File: config.mk
export PLATFORM = sky130hd
export DESIGN_NAME = rand_index_select
export DESIGN_NICKNAME = d
export VERILOG_FILES = /design/src/rtl/rand_sel_pkg.sv /design/src/rtl/range_mask_gen.sv /design/src/rtl/rand_index_select.sv
export SDC_FILE = /design/constraint.sdc
export NUM_CORES = 1
export LEC_CHECK = 0
export BUFFER_PORTS_ARGS = -buffer_cell sky130_fd_sc_hd__buf_4
export CORE_MARGIN = 1.5
export CORE_UTILIZATION = 40
export DETAILED_ROUTE_END_ITERATION = 8
export MAX_ROUTING_LAYER = met4
export PLACE_DENSITY_LB_ADDON = 0.2
export SLEW_MARGIN = 20
export SYNTH_ARGS = -nofsm -noshare
export SYNTH_HDL_FRONTEND = slang
export SYNTH_SLANG_ARGS = --single-unit
File: constraint.sdc
create_clock -name clk -period 8.61 [get_ports clk]
set_clock_uncertainty 0.1 [all_clocks]
set_input_delay 0 -clock clk [delete_from_list [all_inputs] [get_ports clk]]
set_output_delay 0 -clock clk [all_outputs]
set_load 0.005 [all_outputs]
File: src/rtl/rand_sel_pkg.sv
// Shared types and constants for rand_index_select and its helpers.
// Holds the FSM state encoding, default geometry and the try-counter width helper.
package rand_sel_pkg;

    typedef enum logic [1:0] {
        IDLE = 2'd0,
        DRAW = 2'd1,
        HOLD = 2'd2
    } sel_state_e;

    localparam int DEF_IDX_W     = 12;
    localparam int DEF_MAX_TRIES = 8;
    localparam int FLIP_BITS     = 16;

    // Width of a counter that must hold 0..max_tries-1; never narrower than one bit.
    function automatic int try_cnt_w(input int max_tries);
        return (max_tries > 1) ? $clog2(max_tries) : 1;
    endfunction

endpackage

File: src/rtl/range_mask_gen.sv
// Turns an exclusive bound into the smallest all-ones mask covering limit-1.
// Purely combinational so any bounded-random consumer can reuse it.
// limit = 1 yields mask 0; limit = 0 yields all ones (callers treat 0 as an error).
module range_mask_gen #(
    parameter int IDX_W = 12
) (
    input  logic [IDX_W-1:0] limit,
    output logic [IDX_W-1:0] mask
);

    // Leading-one fill of limit-1: smear the top set bit into every lower position.
    always_comb begin
        mask = limit - IDX_W'(1);
        for (int s = 1; s < IDX_W; s = s * 2) begin
            mask = mask | (mask >> s);
        end
    end

endmodule

File: src/rtl/rand_index_select.sv
// Uniform index in [0, limit) plus a biased coin flip from a free-running PRNG word.
// Rejection sampling with a bounded number of draws, then a deterministic fallback
// (cand - limit) so the result always appears within MAX_TRIES+1 cycles of accept.
// Optional statistics counters are compiled in with RAND_INDEX_SELECT_STATS_EN.
//
// Handshakes: a transfer happens on a rising clk edge where valid and ready are both
// high. req_ready is high only in IDLE. Once out_valid rises it stays high, with idx,
// flip, fallback and err frozen, until the edge where out_ready is also high.
module rand_index_select
    import rand_sel_pkg::*;
#(
    parameter int IDX_W     = DEF_IDX_W,
    parameter int MAX_TRIES = DEF_MAX_TRIES
) (
    input  logic             clk,
    input  logic             reset,
    input  logic [31:0]      rand_in,
    input  logic             req_valid,
    output logic             req_ready,
    input  logic [IDX_W-1:0] limit,
    input  logic [15:0]      noise_thresh,
    output logic             out_valid,
    input  logic             out_ready,
    output logic [IDX_W-1:0] idx,
    output logic             flip,
    output logic             fallback,
    output logic             err,
`ifdef RAND_INDEX_SELECT_STATS_EN
    output logic [31:0]      stat_rejects,
    output logic [15:0]      stat_fallbacks,
`endif
    output logic [1:0]       dbg_state
);

    localparam int              TRY_W    = try_cnt_w(MAX_TRIES);
    localparam logic [TRY_W-1:0] LAST_TRY = TRY_W'(MAX_TRIES - 1);

    sel_state_e             state_q, state_d;
    logic [IDX_W-1:0]       limit_q, limit_d;
    logic [FLIP_BITS-1:0]   thresh_q, thresh_d;
    logic [IDX_W-1:0]       mask_q, mask_d;
    logic [TRY_W-1:0]       try_q, try_d;
    logic [IDX_W-1:0]       idx_q, idx_d;
    logic                   flip_q, flip_d;
    logic                   fallback_q, fallback_d;
    logic                   err_q, err_d;
    logic                   valid_q, valid_d;

    logic [IDX_W-1:0]       mask_w;
    logic [IDX_W-1:0]       cand;
    logic                   draw_flip;
    logic                   reject_hit;
    logic                   fallback_hit;
    logic                   unused_rand;

    // Only the low IDX_W bits and the top FLIP_BITS bits of the PRNG word matter.
    assign unused_rand = ^rand_in;

    range_mask_gen #(.IDX_W(IDX_W)) u_mask (
        .limit (limit),
        .mask  (mask_w)
    );

    // Next-state and datapath decisions for the IDLE -> DRAW -> HOLD loop.
    always_comb begin
        state_d      = state_q;
        limit_d      = limit_q;
        thresh_d     = thresh_q;
        mask_d       = mask_q;
        try_d        = try_q;
        idx_d        = idx_q;
        flip_d       = flip_q;
        fallback_d   = fallback_q;
        err_d        = err_q;
        valid_d      = valid_q;
        reject_hit   = 1'b0;
        fallback_hit = 1'b0;
        cand         = rand_in[IDX_W-1:0] & mask_q;
        draw_flip    = (rand_in[31:32-FLIP_BITS] < thresh_q);

        case (state_q)
            IDLE: begin
                if (req_valid) begin
                    limit_d  = limit;
                    thresh_d = noise_thresh;
                    mask_d   = mask_w;
                    state_d  = DRAW;
                end
            end
            DRAW: begin
                if (limit_q == '0) begin
                    idx_d      = '0;
                    flip_d     = 1'b0;
                    fallback_d = 1'b0;
                    err_d      = 1'b1;
                    valid_d    = 1'b1;
                    state_d    = HOLD;
                end else if (cand < limit_q) begin
                    idx_d      = cand;
                    flip_d     = draw_flip;
                    fallback_d = 1'b0;
                    err_d      = 1'b0;
                    valid_d    = 1'b1;
                    state_d    = HOLD;
                end else begin
                    reject_hit = 1'b1;
                    if (try_q == LAST_TRY) begin
                        // mask_q < 2*limit_q, so this difference is already in range.
                        idx_d        = cand - limit_q;
                        flip_d       = draw_flip;
                        fallback_d   = 1'b1;
                        err_d        = 1'b0;
                        valid_d      = 1'b1;
                        fallback_hit = 1'b1;
                        state_d      = HOLD;
                    end else begin
                        try_d = try_q + TRY_W'(1);
                    end
                end
            end
            HOLD: begin
                if (out_ready) begin
                    valid_d = 1'b0;
                    try_d   = '0;
                    state_d = IDLE;
                end
            end
            default: begin
                state_d = IDLE;
            end
        endcase
    end

    // Register all state; reset discards any request in flight.
    always_ff @(posedge clk) begin
        if (reset) begin
            state_q    <= IDLE;
            limit_q    <= '0;
            thresh_q   <= '0;
            mask_q     <= '0;
            try_q      <= '0;
            idx_q      <= '0;
            flip_q     <= 1'b0;
            fallback_q <= 1'b0;
            err_q      <= 1'b0;
            valid_q    <= 1'b0;
        end else begin
            state_q    <= state_d;
            limit_q    <= limit_d;
            thresh_q   <= thresh_d;
            mask_q     <= mask_d;
            try_q      <= try_d;
            idx_q      <= idx_d;
            flip_q     <= flip_d;
            fallback_q <= fallback_d;
            err_q      <= err_d;
            valid_q    <= valid_d;
        end
    end

`ifdef RAND_INDEX_SELECT_STATS_EN
    logic [31:0] stat_rej_q, stat_rej_d;
    logic [15:0] stat_fb_q, stat_fb_d;

    // Saturating event counters for rejected draws and fallback completions.
    always_comb begin
        stat_rej_d = stat_rej_q;
        stat_fb_d  = stat_fb_q;
        if (reject_hit && (stat_rej_q != '1)) begin
            stat_rej_d = stat_rej_q + 32'd1;
        end
        if (fallback_hit && (stat_fb_q != '1)) begin
            stat_fb_d = stat_fb_q + 16'd1;
        end
    end

    // Statistics registers, cleared by reset.
    always_ff @(posedge clk) begin
        if (reset) begin
            stat_rej_q <= '0;
            stat_fb_q  <= '0;
        end else begin
            stat_rej_q <= stat_rej_d;
            stat_fb_q  <= stat_fb_d;
        end
    end

    assign stat_rejects   = stat_rej_q;
    assign stat_fallbacks = stat_fb_q;
`endif

    assign req_ready = (state_q == IDLE);
    assign out_valid = valid_q;
    assign idx       = idx_q;
    assign flip      = flip_q;
    assign fallback  = fallback_q;
    assign err       = err_q;
    assign dbg_state = state_q;

endmodule

Word level (Yosys, flattened, before mapping). Cells that the tools add are included.

Add/subtract/negate cells: 3. $lt $le $gt $ge: 2. Equal/unequal tests: 9. Muxes and demuxes: 27. Bitwise logic cells: 5. Reduce and logical (&&, ||, !) cells: 9.

Operators with widths (number): 12-bit 2-to-1 mux (3); 16-bit less-than comparator (1); 12-bit AND (1); 12-bit logical NOT (1); 12-bit less-than comparator (1); 1-bit 2-to-1 mux (12); 3-bit 2-to-1 mux (4); 12-bit by 10-bit OR with 12-bit output (1); 12-bit by 11-bit OR with 12-bit output (1); 12-bit by 4-bit OR with 12-bit output (1); 12-bit by 8-bit OR with 12-bit output (1); 12-bit by 1-bit subtractor with 12-bit output (second input constant) (1); 12-bit subtractor (1); 2-bit 2-to-1 mux (5); 2-bit != test (second input constant) (5); 2-bit one-hot mux with 3 select lines (1); 3-bit one-hot mux with 2 select lines (1); 3-bit AND reduction (2); 5-bit AND reduction (1); 4-bit != test (second input constant) (1); 2-bit AND reduction (2); 3-bit by 1-bit adder with 3-bit output (second input constant) (1); 3-bit == test (second input constant) (1); 3-bit nonzero test (1); other kinds (5) (5).

Register bits: 61. Output and inout port bits: 19. Logic and storage cells: 65.

Depth between registers and ports, before layout. Gate-level depths: netlist of run 1.

Depth after elaboration: 5. Depth in mapped cells: 12. Depth with buffers taken out: 10.

By module. Synthesis of run 1 repeated with hierarchy kept, for this count alone.

Cells, all modules: 513. Area total of the unflattened synthesis: 3991.3 sq um.

By module, submodules not included: rand_index_select (instances 1, cells an instance 441, area an instance 3493.4 sq um); range_mask_gen (instances 1, cells an instance 72, area an instance 498.0 sq um).

Worst setup path before layout of run 1. OpenSTA, ideal clock, no wires.

Path type: reg-to-reg. Start: register mask_q[0]. End: register idx_q[7] (netlist: idx[7]). Setup time: 0.122 ns. Arrival: 2.626 ns. Data required time: 8.388 ns. Slack: 5.762 ns. Stages on the path, launching flop included: 13. Cells stage by stage: dfxtp_1 -> nand2_1 -> ha_1 -> inv_1 -> fa_1 -> a211oi_1 -> o21ai_0 -> o21bai_1 -> and2_1 -> clkbuf_1 -> clkbuf_1 -> nor2_1 -> a221o_1.

Word-level cells in the longest chain between the ends: 5. Elaborated cells on any way between the ends: 8.

Ends and longest elaborated chain: from (decl) (RTL line rand_index_select.sv:41) `logic [IDX_W-1:0] mask_q, mask_d;`; from (signal assigned) (RTL line rand_index_select.sv:151) `mask_q <= mask_d;`; 12-bit AND (*) (RTL line rand_index_select.sv:78) `cand = rand_in[IDX_W-1:0] & mask_q;`; 12-bit subtractor (RTL line rand_index_select.sv:109) `idx_d = cand - limit_q;`; 12-bit 2-to-1 mux (RTL line rand_index_select.sv:107) `if (try_q == LAST_TRY) begin`; 12-bit 2-to-1 mux (RTL line rand_index_select.sv:98) `end else if (cand < limit_q) begin`; 12-bit 2-to-1 mux (RTL line rand_index_select.sv:91) `if (limit_q == '0) begin`; to (signal assigned) (RTL line rand_index_select.sv:153) `idx_q <= idx_d;`; to (decl) (RTL line rand_index_select.sv:43) `logic [IDX_W-1:0] idx_q, idx_d;`.

Mark *: on every way between the ends. The rest lies on a longest branch, timed or not. The select of a mux whose other input is x is not followed. A chain may end at the register's enable or synchronous reset.

Final worst setup path of run 1.
Start: input port rand_in[0]. End: register idx_q[1] (netlist: idx[1]).

Word-level cells in the longest chain between the ends: 5. Elaborated cells on any way between the ends: 8.

Ends and longest elaborated chain: from (decl) (RTL line rand_index_select.sv:17) `input logic [31:0] rand_in,`; 12-bit AND (*) (RTL line rand_index_select.sv:78); 12-bit subtractor (RTL line rand_index_select.sv:109); 12-bit 2-to-1 mux (RTL line rand_index_select.sv:107); 12-bit 2-to-1 mux (RTL line rand_index_select.sv:98); 12-bit 2-to-1 mux (RTL line rand_index_select.sv:91).

Marked as above.

==> results of run 1 <==
-- synthesized netlist by cell type, types with 5 or more instances --
library cell,count
a211oi_1,12
a21o_1,8
a21oi_1,46
a22o_1,8
and2_1,14
clkbuf_1,18
dfxtp_1,61
ha_1,34
inv_1,39
nand2_1,78
nand2b_1,7
nand3_1,9
nor2_1,27
nor3_1,13
nor4_1,6
o21a_1,6
o21ai_0,16
xnor2_1,5
xor2_1,7
-- report_power, final --
part	leakage, uW	switching [uW]	internal, uW
sequential	0.000500	18.8	314
combinational	0.00150	176	143
clock	0.0000964	111	141
total	0.00210	306	598
-- worst max-delay path: stages --
cell	delay, ns
dlygate4sd3_1	0.54
buf_4	0.13
nand2_1	0.08
ha_1	0.17
inv_1	0.06
fa_1	0.43
a211oi_1	0.27
o21ai_0	0.22
o21bai_1	0.47
and2_1	0.53
mux2_2	0.40
a22o_1	0.19
-- sequential cells by signal (all words and copies together) (netlist names) --
| name | cells |
|---|---|
| try_q | 3 |
| dbg_state | 2 |
| err | 1 |
| flip | 1 |
| idx | 12 |
| fallback | 1 |
| limit_q | 12 |
| mask_q | 12 |
| thresh_q | 16 |
| out_valid | 1 |
-- what timing repair did --
action / 4_1_cts / 5_1_grt
hold buffers: 31 / 0
setup buffers: 0 / 0
endpoints found under the hold margin: 39 / 0
-- how the worst max path moves through the flow --
stage	from	depth (start not counted)	slack, ns	endpoint
2_1_floorplan	mask_q[0]	12	5.76	idx[7]
3_3_place_gp	mask_q[0]	10	5.38	idx[1]
3_5_place_dp	mask_q[0]	10	5.30	idx[1]
4_1_cts	rand_in[0]	12	5.27	idx[1]
5_1_grt	mask_q[0]	10	5.09	idx[1]
6_report	rand_in[0]	12	5.25	idx[1]
-- cells by family after synthesis --
logic type | share of synthesized area
AO/OA/AOI/OAI | 0.2447
XOR/XNOR | 0.02759
adder cells (fa/ha/maj) | 0.1169
buffers and inverters | 0.06469
flip-flops | 0.3205
multiplexers | 0.01149
AND/OR/NAND/NOR | 0.2141
-- area by class of cell --
type | instances | area [sq um] | share of cell area
sequential | 61 | 1221 | 0.2458
timing repair buffer | 110 | 903.4 | 0.1819
clock inverter | 4 | 47.55 | 0.009572
multi-input combinational | 360 | 2342 | 0.4715
clock buffer | 12 | 145.1 | 0.02922
tap | 129 | 161.4 | 0.03249
inverter | 39 | 146.4 | 0.02947
-- per-layer routing --
layer,global-route usage,wire (um),vias to the layer above
met5,-,0,-
met4,0.05850,80,0
met3,0.03883,413,8
met2,0.3170,4389,83
met1,0.2622,4556,1640
li1,-,-,1896
-- through the flow --
| stage | power (uW) | area, sq um | hold WS, ns | worst slack, ns |
|---|---|---|---|---|
| floorplan | 553.4 | 3810 | 0.03596 | 5.762 |
| global placement | 638.7 | 4464 | 0.1487 | 5.378 |
| detailed placement | 645.2 | 4464 | 0.1611 | 5.304 |
| CTS | 909.5 | 4967 | 0.02789 | 5.267 |
| global route | 968.7 | 4967 | 0.04617 | 5.090 |
| finish | 903.6 | 4967 | 0.04523 | 5.247 |
==> metrics.txt, run 1 <==
fin crit share 0.3906; Final HPWL DP around 7000 um; critical hold path startpoint reset; RSZ-0062 raised after global routing no; H-tree depth 3; worst min-delay path class in2reg; Fin. Hold Viols 0; first-pass GRT wire length 15770 um; clock-pin transition on the worst setup and hold timing paths about 0.070 ns; DRT Pass-1 Iters 4; WHS Path Cells 2; die width a little over 100 um; Final Critical Period 3.363 ns; CTS tree built; setup_tns 0 ns; Routed WL 9440 um; Seq/Total Area, Yosys 0.3205; total gr overflow 0; dominant synthesized flop cell dfxtp_1; most frequent cells in the layout buf_4, nand2_1, dfxtp_1; Synthesis Warnings 0; DRC 0; commonest non-fill, non-tap cell in the layout buf_4; worst-case clock buffer depth 2; clk root buf clkbuf_8; outcome complete, no violations; worst-margin pin slew approximately 1.0 ns; final-stage net count 680; Clk Latency, worst-skew pair roughly 0.33 ns; number of global-route vias before repair 3417; DR WL/cell approximately 13 um; Max rail drop VDD 0.00008739 V; 1st-iter DRT viols 142; worst-case reg-to-reg path depth 10; PD cells ~180 nW/um^2; core area 9240 sq um; RePlAce Congestion between 0.9 and 1; Placed Cells between 600 and 700; Ant. Diodes 0; critical path type in2reg; Final Core Density 0.5376; post-synth top area cell dfxtp_1; # fillers 930; endpoint class of the critical path register; Layout Cells excl Fill 715; die height 100.6 um; Final ANT Viol Nets 0; CP Data Required Time around 8.7 ns; largest net degree at the start of global routing 52; synthesized flop and latch total between 60 and 70; Max Cap Violations 0; CTS Buf Count 9; Via Count 3627; area of the mapped netlist 3810 sq um; Syn Area/Cell slightly below 8 sq um; largest cells by area after synthesis dfxtp_1, ha_1, nand2_1; Async S/R FF share, synth 0; Worst Hold Path EP limit_q[11]; EDFF count, synth 0; fmax 0.2974 GHz; syn_nets 583; vias per cell 5.073; Worst setup SP type primary input; final setup fails 0; Worst EP arrival 3.50 ns; Total GRT Usage 0.2011; CP Max Fanout 15; Yosys cell types 58; number of port buffers 78; Mapped Cells between 400 and 500; Leak 0.002101 uW; share of post-route cells with drive strength above 1 0.1792; r2r endpoint idx[1]; Slew HR 0.3288; Reg2Reg Setup Slack 5.26 ns; share of the synthesized area in the top cell type 0.3205; Final Max Tran Viols 0; area grow syn2layout 30.38%; antenna violations before repair 0; I/O pin count just over 80; initial core utilization 0.4123; Rows 35; worst reg2reg startpoint mask_q[0]; clock sink total 61; Die Area 10120 sq um; Resize count post-CTS 0
(Power assumes the default switching activity.)
==> run 2: changes to the inputs <==
--- a/config.mk
+++ b/config.mk
@@ -5,6 +5,7 @@
 export SDC_FILE = /design/constraint.sdc
 export NUM_CORES = 1
 export LEC_CHECK = 0
+export ABC_AREA = 1
 export BUFFER_PORTS_ARGS = -buffer_cell sky130_fd_sc_hd__buf_4
 export CORE_MARGIN = 1.5
 export CORE_UTILIZATION = 40
==> constraint.sdc (replaced) <==
create_clock -name clk -period 3.2 [get_ports clk]
set_clock_uncertainty 0.1 [all_clocks]
set_input_delay 0 -clock clk [delete_from_list [all_inputs] [get_ports clk]]
set_output_delay 0 -clock clk [all_outputs]
set_load 0.005 [all_outputs]
==> run 2 against run 1 <==
  * First-iteration DRC count shrank 5.6%
  * Power grew to 3.4 times the previous value
  * Global-route usage up 1.9 points
  * Flip-flop and latch count did not move
  * Critical path depth rose by 1
  * Sequential power rose to 2.9 times the previous value
  * Register-to-register slack lost 4.6 ns
  * Routed wire length up 9.9%
  * Hold slack worse by 0.030 ns
  * Critical path type is now reg2reg
==> metrics.txt, run 2 <==
outcome complete, no violations; Clk Latency, worst-skew pair 0.34 ns; cts hold-fix bufs 29; total power 3101 uW; Worst setup SP type register; CTS tree built; H-tree depth 3; Leak about 0.0026 uW; setup_tns 0 ns; final setup fails 0; clock sink total 61; RePlAce Congestion between 0.8 and 0.9; Final Core Density 0.5333; fmax 0.3948 GHz; Routed WL about 10000 um; EDFF count, synth 0; Via Count 4065; worst-margin pin slew 0.9475 ns; most frequent cell after synthesis nand2_1; DRT Pass-1 Iters 5; area grow syn2layout 30.63%; clk root buf clkbuf_8; Syn Area/Cell between 6 and 7 sq um; endpoint class of the critical path register; Mapped Cells 601; Final HPWL DP 7864 um; CTS Buf Count 9; CP Data Required Time 3.33 ns; RSZ-0062 raised after global routing no; die width 102.4 um; Synthesis Warnings 0; Seq/Total Area, Yosys 0.3089; DR WL/cell 12.32 um; Final Max Tran Viols 0; most frequent cells in the layout nand2_1, inv_1, buf_4; worst min-delay path class in2reg; commonest cells in the netlist nand2_1, inv_1, nor2_1; Max rail drop VDD 0.0003324 V; worst-case clock buffer depth 2; antenna violations before repair 0; number of port buffers 78; Reg2Reg Setup Slack 0.67 ns; Yosys cell types 32; 1st-iter DRT viols 134; area of the mapped netlist 3954 sq um; Die Area 10490 sq um; Slew HR 0.3644; PD cells around 600 nW/um^2; Fin. Hold Viols 0; Async S/R FF share, synth 0; share of the synthesized area in the top cell type 0.3089; Worst EP arrival around 2.7 ns; post-synth top area cell dfxtp_1; clock-pin transition on the worst setup and hold timing paths about 0.070 ns; synthesized flop and latch total 61; Resize count post-CTS 0; I/O pin count slightly above 80; fin crit share 0.7916; Post CTS Setup Buffer Count 0; initial core utilization 0.4083; share of post-route cells with drive strength above 1 0.1650; commonest non-fill, non-tap cell in the layout nand2_1; CP Max Fanout 17; vias per cell 4.828; DRC 0; max FFs per register 16; Max Cap Violations 0; die height 102.4 um; Final Critical Period 2.533 ns; number of global-route vias before repair 3960; first-pass GRT wire length 17410 um; Ant. Diodes 0; Biggest register thresh_q; largest net degree at the start of global routing 56; Total GRT Usage 0.2202; largest cells by area after synthesis dfxtp_1, nand2_1, ha_1; dominant synthesized flop cell dfxtp_1; core area 9684 sq um; final-stage net count 803; Final ANT Viol Nets 0; critical path type reg2reg; syn_nets 700; Rows 36; total gr overflow 0
-- run 2: kinds of logic after synthesis --
family | synth area share
buf+inv | 0.1114
fa+ha+maj | 0.1127
simple gates | 0.2940
xor+xnor | 0.01329
flops | 0.3089
compound gates | 0.1598
-- run 2: per-stage QoR --
step	area, sq um	hold slack [ns]	worst slack (ns)	cells
after floorplan	3954	0.05953	1.089	601
after global placement	4644	0.1537	0.7408	797
after detailed placement	4644	0.1654	0.6910	797
after CTS	5165	0.003609	0.6721	842
after global routing	5165	0.04499	0.4404	842
final	5165	0.01509	0.6669	842
-- run 2: report_power, final --
part | switching, uW | internal (uW) | leakage (uW)
Sequential | 63.8 | 907 | 0.000503
Combinational | 822 | 528 | 0.00197
Clock | 314 | 466 | 0.000115
Total | 1200 | 1900 | 0.00259
-- run 2: layout make-up --
class | count | area (sq um)
sequential | 61 | 1221
clock inverter | 2 | 37.54
fill | 968 | 4519
multi-input combinational | 425 | 2292
tap | 133 | 166.4
clock buffer | 14 | 192.7
inverter | 99 | 371.6
timing repair buffer | 108 | 883.3
-- run 2: worst paths after layout --
path	from	to	cells past startpoint
setup reg to reg	limit_q[0]	idx[4]	13
setup / recovery	limit_q[0]	idx[4]	13
hold reg to reg	thresh_q[7]	thresh_q[7]	2
hold / removal	rand_in[0]	idx[0]	5
-- run 2: critical path, stage by stage (launching register included) --
cell and delay [ns]:
dfxtp_1 0.36, ha_1 0.15, inv_1 0.08, fa_1 0.41, nand3_1 0.15, nand3_2 0.13
nand3_2 0.12, nand3_4 0.19, nand3_4 0.15, nand2_4 0.11, inv_2 0.20, o21ai_0 0.13
o21ai_1 0.09, nor2_1 0.04
-- run 2: layer usage --
metal  wire length [um]  GRT usage
met2               4901     0.3627
met4                181    0.09800
met3                440    0.04172
met5                  0          -
met1               4852     0.2609
